**src/rtl/vector_lane_sequencer.sv**
```systemverilog
`timescale 1ns/1ps
// Vector lane sequencer: splits a vector instruction into LANES-wide
// beats, issues them and tracks writeback through per-unit latency.
package rv32v_types_pkg;
  typedef enum logic [2:0] {
    ARITH, RED, MUL, DIV, MASK, PEM, LOAD_UNIT, STORE_UNIT
  } fu_t;
endpackage

module vector_lane_sequencer
  import rv32v_types_pkg::*;
#(
  parameter int LANES   = 4,
  parameter int VLMAX   = 32,
  parameter int MUL_LAT = 2
) (
  input  logic                     CLK,
  input  logic                     nRST,
  input  logic                     start,
  input  fu_t                      fu_type,
  input  logic [$clog2(VLMAX):0]   vl,
  input  logic                     stall,
  input  logic                     abort,
  input  logic                     done_du,
  output logic                     fu_valid,
  output logic [$clog2(VLMAX)-1:0] eidx,
  output logic [LANES-1:0]         lane_en,
  output logic                     start_div,
  output logic                     wb_valid,
  output logic [$clog2(VLMAX)-1:0] wb_eidx,
  output logic [LANES-1:0]         wb_lane_en,
  output logic                     busy,
  output logic                     done
);
  localparam int EW = $clog2(VLMAX);
  localparam int VW = EW + 1;

  typedef enum logic [2:0] {
    IDLE, ISSUE, DIV_WAIT, DRAIN, DONE
  } state_t;

  state_t           state;
  fu_t              fu_q;
  logic [VW-1:0]    vl_q;
  logic [VW-1:0]    vl_clamp;
  logic [EW-1:0]    eidx_q;
  logic             sticky;
  logic [MUL_LAT-1:0] pv;
  logic [EW-1:0]    pe [MUL_LAT];
  logic [LANES-1:0] pl [MUL_LAT];
  logic [LANES-1:0] beat_lanes;
  logic             last_beat;
  logic             issue;
  logic             is_mul;
  logic             is_div;
  logic             div_wb;
  logic             to_wb;
  logic             inflight;

  always_comb begin
    beat_lanes = '0;
    for (int i = 0; i < LANES; i++)
      beat_lanes[i] = (int'(eidx_q) + i) < int'(vl_q);
    inflight = 1'b0;
    for (int i = 0; i < MUL_LAT - 1; i++)
      inflight = inflight | pv[i];
  end

  assign last_beat = (int'(eidx_q) + LANES) >= int'(vl_q);
  assign vl_clamp  = (vl > VW'(VLMAX)) ? VW'(VLMAX) : vl;
  assign is_mul    = fu_q == MUL;
  assign is_div    = fu_q == DIV;
  assign issue     = (state == ISSUE) && !stall && !abort;
  assign div_wb    = (state == DIV_WAIT) && !stall && !abort
                     && (done_du || sticky);
  // Latency-1 units and divide results land directly in the last stage
  assign to_wb     = (issue && !is_mul && !is_div) || div_wb;

  assign fu_valid   = issue;
  assign start_div  = issue && is_div;
  assign eidx       = eidx_q;
  assign lane_en    = issue ? beat_lanes : '0;
  assign wb_valid   = pv[MUL_LAT-1];
  assign wb_eidx    = pe[MUL_LAT-1];
  assign wb_lane_en = pl[MUL_LAT-1];
  assign busy       = state != IDLE;
  assign done       = (state == DONE) && !stall && !abort;

  always_ff @(posedge CLK or negedge nRST) begin
    if (!nRST) begin
      state  <= IDLE;
      fu_q   <= ARITH;
      vl_q   <= '0;
      eidx_q <= '0;
      sticky <= 1'b0;
    end else if (abort) begin
      state  <= IDLE;
      sticky <= 1'b0;
    end else if (stall) begin
      if (state == DIV_WAIT && done_du)
        sticky <= 1'b1;
    end else begin
      unique case (state)
        IDLE: begin
          if (start) begin
            fu_q   <= fu_type;
            vl_q   <= vl_clamp;
            eidx_q <= '0;
            state  <= (vl_clamp == '0) ? DONE : ISSUE;
          end
        end
        ISSUE: begin
          if (is_div)
            state <= DIV_WAIT;
          else if (last_beat)
            state <= DRAIN;
          else
            eidx_q <= eidx_q + EW'(LANES);
        end
        DIV_WAIT: begin
          if (done_du || sticky) begin
            sticky <= 1'b0;
            if (last_beat) begin
              state <= DRAIN;
            end else begin
              eidx_q <= eidx_q + EW'(LANES);
              state  <= ISSUE;
            end
          end
        end
        DRAIN: begin
          if (!inflight)
            state <= DONE;
        end
        DONE: state <= IDLE;
        default: state <= IDLE;
      endcase
    end
  end

  always_ff @(posedge CLK or negedge nRST) begin
    if (!nRST) begin
      pv <= '0;
      for (int i = 0; i < MUL_LAT; i++) begin
        pe[i] <= '0;
        pl[i] <= '0;
      end
    end else if (abort) begin
      pv <= '0;
    end else if (!stall) begin
      pv[0] <= issue && is_mul;
      pe[0] <= eidx_q;
      pl[0] <= beat_lanes;
      for (int i = 1; i < MUL_LAT; i++) begin
        pv[i] <= pv[i-1];
        pe[i] <= pe[i-1];
        pl[i] <= pl[i-1];
      end
      if (to_wb) begin
        pv[MUL_LAT-1] <= 1'b1;
        pe[MUL_LAT-1] <= eidx_q;
        pl[MUL_LAT-1] <= beat_lanes;
      end
    end
  end
endmodule
```
**config.mk**
```make
export PLATFORM = sky130hd
export DESIGN_NAME = vector_lane_sequencer
export DESIGN_NICKNAME = d
export VERILOG_FILES = /design/src/rtl/vector_lane_sequencer.sv
export SDC_FILE = /design/constraint.sdc
export NUM_CORES = 1
export LEC_CHECK = 0
export BUFFER_PORTS_ARGS = -buffer_cell sky130_fd_sc_hd__buf_2
export CORE_ASPECT_RATIO = 1.1
export CORE_MARGIN = 5
export CORE_UTILIZATION = 55
export CTS_CLUSTER_DIAMETER = 100
export DETAILED_ROUTE_END_ITERATION = 10
export PLACE_DENSITY = 0.86
export REMOVE_ABC_BUFFERS = 1
export SYNTH_ARGS = -nofsm -noshare
export SYNTH_HDL_FRONTEND = slang
export SYNTH_SLANG_ARGS = --single-unit
```
**constraint.sdc**
```tcl
create_clock -name CLK -period 2.8 [get_ports CLK]
set_input_delay 0.28 -clock CLK [delete_from_list [all_inputs] [get_ports CLK]]
set_output_delay 0.28 -clock CLK [all_outputs]
set_load 0.05 [all_outputs]
```
**Yosys cells after proc, flatten, opt, wreduce, memory -nomap -nowiden**

Index checks and enable logic that the tools add are counted.

- Memory bits (writable): 0
- Latch bits: 0
- Register bits after elaboration: 38
- Memory bits (read-only): 0
- Memories kept: 0
- Input bits: 15

- Bitwise operators: 2
- Add/sub/neg operators: 5
- Div/mod/pow operators: 0
- $mul: 0
- Magnitude comparators: 6
- Reduce and logical (&&, ||, !) cells: 29
- Mux-type cells: 27
- Shifts and indexed selects: 0
- Equality and inequality tests: 15

Operators by type and width:

| kind | number |
|---|---|
| two-way mux 5 bit | 5 |
| two-way mux 3 bit | 8 |
| < comparator 6 bit | 3 |
| case mux 5 bit (3 select lines) | 1 |
| adder 5 x 2 -> 6 bit (second input constant) | 2 |
| equality test 3 x 2 -> 1 bit (second input constant) | 4 |
| logical AND 1 bit | 12 |
| case mux 3 bit (4 select lines) | 1 |
| nonzero test 3 bit | 4 |
| two-way mux 4 bit | 2 |
| adder 5 x 1 -> 6 bit (second input constant) | 1 |
| adder 5 x 3 -> 6 bit (second input constant) | 1 |
| greater-or-equal comparator 6 bit | 1 |
| > comparator 6 bit (second input constant) | 1 |
| logical NOT 6 bit | 1 |
| < comparator 5 x 6 -> 1 bit | 1 |
| two-way mux 1 bit | 6 |
| two-way mux 2 bit | 3 |
| two-way mux 6 bit | 1 |
| != test 3 bit (second input constant) | 2 |
| AND reduction 6 bit | 1 |
| adder 5 x 3 -> 5 bit (second input constant) | 1 |
| AND reduction 5 bit | 1 |
| logical NOT 1 bit | 4 |
| 13 further kinds | 17 |

**Depth between registers and ports, before layout**

Gate-level depths: netlist (run 1).

- Depth after elaboration: 9
- Gate-level depth with buffers: 8
- Mapped depth without buffers: 8

**Least setup slack after synthesis (run 1)**

OpenSTA, ideal clock, no wires.

- Path kind: reg2out
- From: reg eidx_q[2] (netlist: eidx[2])
- To: out lane_en[0]
- Stages on the path, launching flop included: 8
- Arrival: 2258 ps
- Path buffers: 0
- Slack: 262 ps
- Required time: 2520 ps
- Cell sequence: dfrtp_1 -> inv_1 -> ha_1 -> nor3_1 -> o21a_1 -> o21ai_0 -> a21oi_1 -> nor2_1

- Word-level cells in the longest chain between the ends: 2

Ends and longest elaborated chain:

| what | line | RTL |
|---|---|---|
| start: declaration | 46 | `logic [EW-1:0] eidx_q;` |
| start signal: assignment | 118 | `eidx_q <= eidx_q + EW'(LANES);` |
| start signal: assignment | 126 | `eidx_q <= eidx_q + EW'(LANES);` |
| < comparator 5 x 6 -> 1 bit | 63 | `beat_lanes[i] = (int'(eidx_q) + i) < int'(vl_q);` |
| two-way mux 4 bit | 82 | `assign lane_en = issue ? beat_lanes : '0;` |
| end: declaration | 27 | `output logic [LANES-1:0] lane_en,` |

No other way between the ends.

**Worst setup path in the final report (run 1)**

- From: reg eidx_q[2] (netlist: eidx[2])
- To: out lane_en[2]

- Word-level cells in the longest chain between the ends: 3

Ends and longest elaborated chain:

| what | line |
|---|---|
| adder 5 x 2 -> 6 bit | 63 |
| < comparator 6 bit | 63 |
| two-way mux 4 bit | 82 |

No other way between the ends.

==> results_dict.tcl, run 1 <==
set metrics [dict create \
    status "finished clean" \
    grt_pass1_vias 1488 \
    syn_avg_cell_area_um2 9.12 \
    power_density_nw_per_um2 970 \
    worst_slack_ns 0.398 \
    drcViolationCount 0 \
    ys_seq_area_share_pct 39.2 \
    core.rowCount 23 \
    arrival_ns 2.12 \
    hold-worst-slack_ns 0.0518 \
    antenna_cells 0 \
    die_w_um 68.1 \
    syn_inst 224 \
    ir_drop_v 0.000488 \
    max_stage_delay_ns 0.43 \
    reg2reg_setup_slack_ns 0.60 \
    final.setup_skew_ns 0.00435 \
    root_buffer "clkbuf_8" \
    ys_ff_latch 32 \
    clock_latency_ns 0.28 \
    hp-class "in -> async" \
    hpwlAfterDp_mm 3.15 \
    gp_congestion 0.915 \
    cts_setup_buffers 0 \
    wl_mm 4.06 \
    grt.total_usage_pct 17.7 \
    grt_pass1_wl_mm 6.71 \
    core_area_um2 3630 \
    fin_crit_ns 2.40 \
    drt_iter0_markers 109 \
    layout-area-overhead-vs-synth_pct 8.21 \
    slowest_stage "dfrtp_1" \
    cp_data_required_time_ns 2.52 \
    tightestPinTransition_ns 0.796 \
    post-place-ws_ns 0.618 \
    cts.sinks 32 \
    drive_gt1_share_pct 19.0 \
    die_h_um 73.9 \
    hold_buffers 0 \
    syn-cell-area_um2 2040 \
    setup.worst_path.class "reg -> out" \
    clk_pin_slew_ns 0.06 \
    crit_path_cell_trace "ha_1 > nor2b_1 > o21a_1 > o21ai_0 > a31oi_1 > nor2_1 > buf_2" \
    fin_setup_tns_ns 0 \
    timing.final.crit_share_pct 85.8 \
    ys_types 44 \
    dr.pass1.iters 4 \
    max_freq_mhz 416 \
    yosys_warnings 0 \
    leakage_nw 1.10 \
    slew_violations 0 \
    rsz0062_at_grt "no" \
    final_util_pct 61.0 \
    r2r_end "eidx[4]" \
    antenna_found_initial 0 \
    cts_max_level 2 \
    rr_worst_depth 7 \
    vias 1597 \
    post_drt_wl_per_cell_um 13.6 \
    final_cells 298 \
    final_nets 277 \
    dieArea_um2 5040 \
    clk_path_buf_depth 2 \
    grt_max_degree 33 \
    ant_nets 0 \
    port_buffers 33 \
    cts_buffers 5 \
    cts_tree "built" \
    crit_fanout 6 \
    cap_violations 0 \
    reg2reg_from "eidx[3]" \
    crit_path_start "eidx[2]" \
    finalHoldViolCount 0 \
    start_util_pct 56.3 \
    start_kind "register" \
    worstSetupEndpointType "output port" \
    setup-violations-final 0 \
    cts.repair.resized 0 \
    ios 38 \
    maxSlewHeadroom_pct 46.9 \
    dp.cells 291 \
    overflow 0 \
    viasPerCell 5.36 \
]
cells by family (layout without fill, tap and decap cells):
family                   Yosys count  in the layout  share of synthesized area, %
adder cells (fa/ha/maj)           14             14                          8.57
flip-flops                        32             32                          39.2
other                              1              7                         0.184
multiplexers                       9              9                          4.65
buffers and inverters             34             52                          10.0
XOR/XNOR                           2              2                         0.857
AO/OA/AOI/OAI                     48             48                          15.9
AND/OR/NAND/NOR                   84             84                          20.6
final cells by class:
type	instances	area, um2
inverters	12	45.0
repair buffers	33	165
well taps	50	62.6
clock buffers	6	72.6
fillers	317	1420
multi-input cells	164	1060
flip-flops and latches	32	801
clock inverters	1	5.00
worst max path at each step:
stage / depth (start not counted) / end
detailed placement: 7 / eidx[4]
CTS: 7 / lane_en[2]
global route: 7 / lane_en[2]
finish: 7 / lane_en[2]
global placement: 7 / eidx[4]
floorplan: 7 / lane_en[0]
critical path: cells and delay by family (launching register included):
family	cells	cell delay, ns
AND/OR/NAND/NOR	2	0.27
adder cells (fa/ha/maj)	1	0.35
buffers and inverters	1	0.27
flip-flops	1	0.43
AO/OA/AOI/OAI	3	0.53
registers in the layout, indices dropped and copies added (netlist names), 3 cells and up:
signal	cells
pl	4
wb_eidx	3
wb_lane_en	4
vl_q	6
fu_q	3
state	3
pe	3
eidx	3
power by group:
part	internal [W]	switching (W)
clock network	0.000169	0.000158
registers	0.000617	0.000125
logic	0.000370	0.000706
cells in the mapped netlist:
cell type / number / area [um2]
dfrtp_1: 32 / 801
o211ai_1: 4 / 30.0
o21ai_1: 1 / 5.00
inv_1: 12 / 45.0
buf_4: 12 / 90.1
nand3_1: 6 / 30.0
xor2_1: 1 / 8.76
a21oi_1: 7 / 35.0
and4b_1: 1 / 10.0
a2111oi_4: 1 / 27.5
o21ai_0: 20 / 100
clkbuf_1: 4 / 15.0
conb_1: 1 / 3.75
nor3_1: 5 / 25.0
nand4_1: 1 / 6.26
o21a_1: 4 / 30.0
nand3b_1: 2 / 15.0
nor3b_2: 1 / 12.5
nand4bb_1: 1 / 11.3
a21o_1: 1 / 7.51
and4_1: 1 / 8.76
nor2b_1: 3 / 18.8
or3_1: 1 / 6.26
buf_2: 2 / 10.0
ha_1: 14 / 175
or2_1: 2 / 12.5
mux2_2: 4 / 45.0
a311oi_2: 1 / 15.0
nor4_1: 1 / 6.26
a32oi_1: 1 / 8.76
o22ai_1: 1 / 6.26
a31oi_1: 3 / 18.8
nand2_1: 26 / 97.6
nand4b_1: 1 / 8.76
a221oi_1: 2 / 17.5
nand2b_1: 10 / 62.6
buf_6: 4 / 45.0
mux2i_1: 5 / 50.1
and2_1: 1 / 6.26
a41o_1: 1 / 10.0
and3_1: 2 / 12.5
o31ai_2: 1 / 12.5
nor2_1: 19 / 71.3
xnor2_1: 1 / 8.76
placed cells by master, fill, tap and decap left out, types with 2 or more instances in the layout:
master	n
a21oi_1	7
a221oi_1	2
a31oi_1	3
and3_1	2
buf_2	33
clkbuf_8	5
conb_1	7
dfrtp_1	32
ha_1	14
inv_1	12
mux2_2	4
mux2i_1	5
nand2_1	26
nand2b_1	10
nand3_1	6
nand3b_1	2
nor2_1	19
nor2b_1	3
nor3_1	5
o211ai_1	4
o21a_1	4
o21ai_0	20
or2_1	2
stage by stage:
stage	area [um2]	total power, W
5_1_grt	2210	0.00232
4_1_cts	2210	0.00216
2_1_floorplan	1910	0.00156
6_report	2210	0.00214
3_5_place_dp	2130	0.00183
3_3_place_gp	2130	0.00179
layer usage:
metal	part of all wire (%)	track usage, %	vias to the layer above
li1	-	-	806
met1	44	22.5	736
met5	0	0	-
met3	6.2	5.35	7
met4	0.94	3.97	0
met2	49	29.3	48
Power figures use the tool's default switching activity.
==> inputs of run 2 (changes only) <==
Settings changed: CORE_UTILIZATION 55 to 45, PLACE_DENSITY 0.86 to 0.74, RECOVER_POWER set to 100.
==> run 2 against run 1 <==
Net effect: the flow now finishes with violations (max-capacitance violations, max-slew violations); utilization down 10 points; final area shrank 0.40%; sequential cell count unchanged; combinational power hardly changed; power rose by 1.3%; critical path type unchanged; largest cell class unchanged; highest routed layer unchanged.
==> results_dict.tcl, run 2 (synthesis gave the netlist of run 1 again) <==
set metrics [dict create \
    cts_setup_buffers 0 \
    timing.final.crit_share_pct 87.8 \
    gp_congestion 0.800 \
    antenna_cells 0 \
    cts.repair.resized 0 \
    finalInstanceArea_um2 2200 \
    finalHoldViolCount 0 \
    port_buffers 33 \
    die_h_um 80.7 \
    cts_buffers 5 \
    final_nets 277 \
    power_density_nw_per_um2 987 \
    cts.sinks 32 \
    layout-area-overhead-vs-synth_pct 7.78 \
    hold-worst-slack_ns 0.223 \
    final.setup_skew_ns 0.00775 \
    maxSlewHeadroom_pct -14.1 \
    drcViolationCount 0 \
    ir_drop_v 0.000397 \
    core_area_um2 4350 \
    largest_register_ffs 6 \
    cp_data_required_time_ns 2.52 \
    setup-violations-final 0 \
    overflow 0 \
    post-place-ws_ns 0.571 \
    grt_pass1_wl_mm 7.29 \
    arrival_ns 2.18 \
    status "finished with violations" \
    post_drt_wl_per_cell_um 14.2 \
    worst_slack_ns 0.342 \
    crit_fanout 6 \
    drt_iter0_markers 67 \
    viasPerCell 5.32 \
    dr.pass1.iters 4 \
    dpl-instance-area_um2 2140 \
    regMostFlops "vl_q" \
    violations "max-capacitance violations, max-slew violations" \
    tightestPinTransition_ns 1.71 \
    start_kind "register" \
    grt_max_degree 33 \
    slew_violations 33 \
    root_buffer "clkbuf_8" \
    clk_pin_slew_ns 0.07 \
    cts_max_level 2 \
    cap_violations 1 \
    antenna_found_initial 0 \
    grt_pass1_vias 1624 \
    vias 1612 \
    final_cell_mix "32 x dfrtp_1, 26 x nand2_1, 21 x o21ai_0" \
    die_w_um 74.2 \
    cts_tree "built" \
    core.rowCount 25 \
    clock_latency_ns 0.29 \
    n_fill_cell 428 \
    layout_commonest_cell "dfrtp_1" \
    dieArea_um2 5990 \
    clk_path_buf_depth 2 \
    worstSetupEndpointType "output port" \
    rsz0062_at_grt "no" \
    grt.total_usage_pct 15.8 \
    drive_gt1_share_pct 12.9 \
    start_util_pct 47.0 \
    setup.worst_path.class "reg -> out" \
    hold_buffers 0 \
    leakage_nw 1.05 \
    max_freq_mhz 407 \
    hpwlAfterDp_mm 3.31 \
    ios 38 \
    wl_mm 4.30 \
    fin_setup_tns_ns 0 \
    hp-class "in -> reg" \
    ant_nets 0 \
    fin_crit_ns 2.46 \
]
==> run 2: changes by cell type in the layout (fill, tap and decap cells not counted), sizes merged <==
cell	before	now
buf	33	13
clkbuf	6	26
clkinv	1	2
==> run 2: cell type report <==
| type | count | area, um2 | share of cell area, % |
|---|---|---|---|
| inverters | 12 | 45.0 | 2.05 |
| well taps | 54 | 67.6 | 3.07 |
| multi-input cells | 164 | 1050 | 47.7 |
| repair buffers | 33 | 146 | 6.65 |
| clock inverters | 2 | 10.0 | 0.455 |
| clock buffers | 6 | 82.6 | 3.75 |
| flip-flops and latches | 32 | 801 | 36.4 |
==> run 2: final timing paths <==
path	startpoint	endpoint	slack (ns)	cells past startpoint
min reg2reg	vl_q[2]	vl_q[2]	0.48	2
min in group asynchronous	nRST	wb_eidx[3]	0.43	1
max	eidx[2]	lane_en[0]	0.34	8
min	fu_type[1]	fu_q[1]	0.22	2
max reg2reg	eidx[2]	eidx[4]	0.51	7
max in group asynchronous	nRST	fu_q[2]	1.37	1
==> run 2: worst max-delay path: stages (launching register included) <==
cell,delay (ns)
dfrtp_1,0.45
inv_1,0.13
ha_1,0.32
nor3_1,0.19
o21a_1,0.15
o21ai_0,0.07
a21oi_1,0.25
nor2_1,0.08
clkbuf_2,0.24
==> run 2: layer usage <==
layer	routed length (um)	GRT usage (%)	part of all wire [%]	vias up
met5	0	0	0	-
met4	64	4.27	1.5	0
met3	246	4.38	5.7	8
met2	2040	26.6	47	41
met1	1950	19.6	45	758
li1	-	-	-	805
==> run 2: through the flow <==
| step | instances | power (W) | util [%] |
|---|---|---|---|
| detailed placement | 295 | 0.00183 | 49.2 |
| CTS | 303 | 0.00221 | 51.3 |
| global placement | 295 | 0.00180 | 49.2 |
| floorplan | 208 | 0.00156 | - |
| global route | 303 | 0.00234 | 50.6 |
| finish | 303 | 0.00217 | 50.6 |
==> run 2: report_power, final <==
group	switching (W)	total, W	leakage (nW)	internal [W]
Combinational	0.000708	0.00106	0.587	0.000348
Sequential	0.000126	0.000742	0.412	0.000616
Clock	0.000179	0.000375	0.0510	0.000196
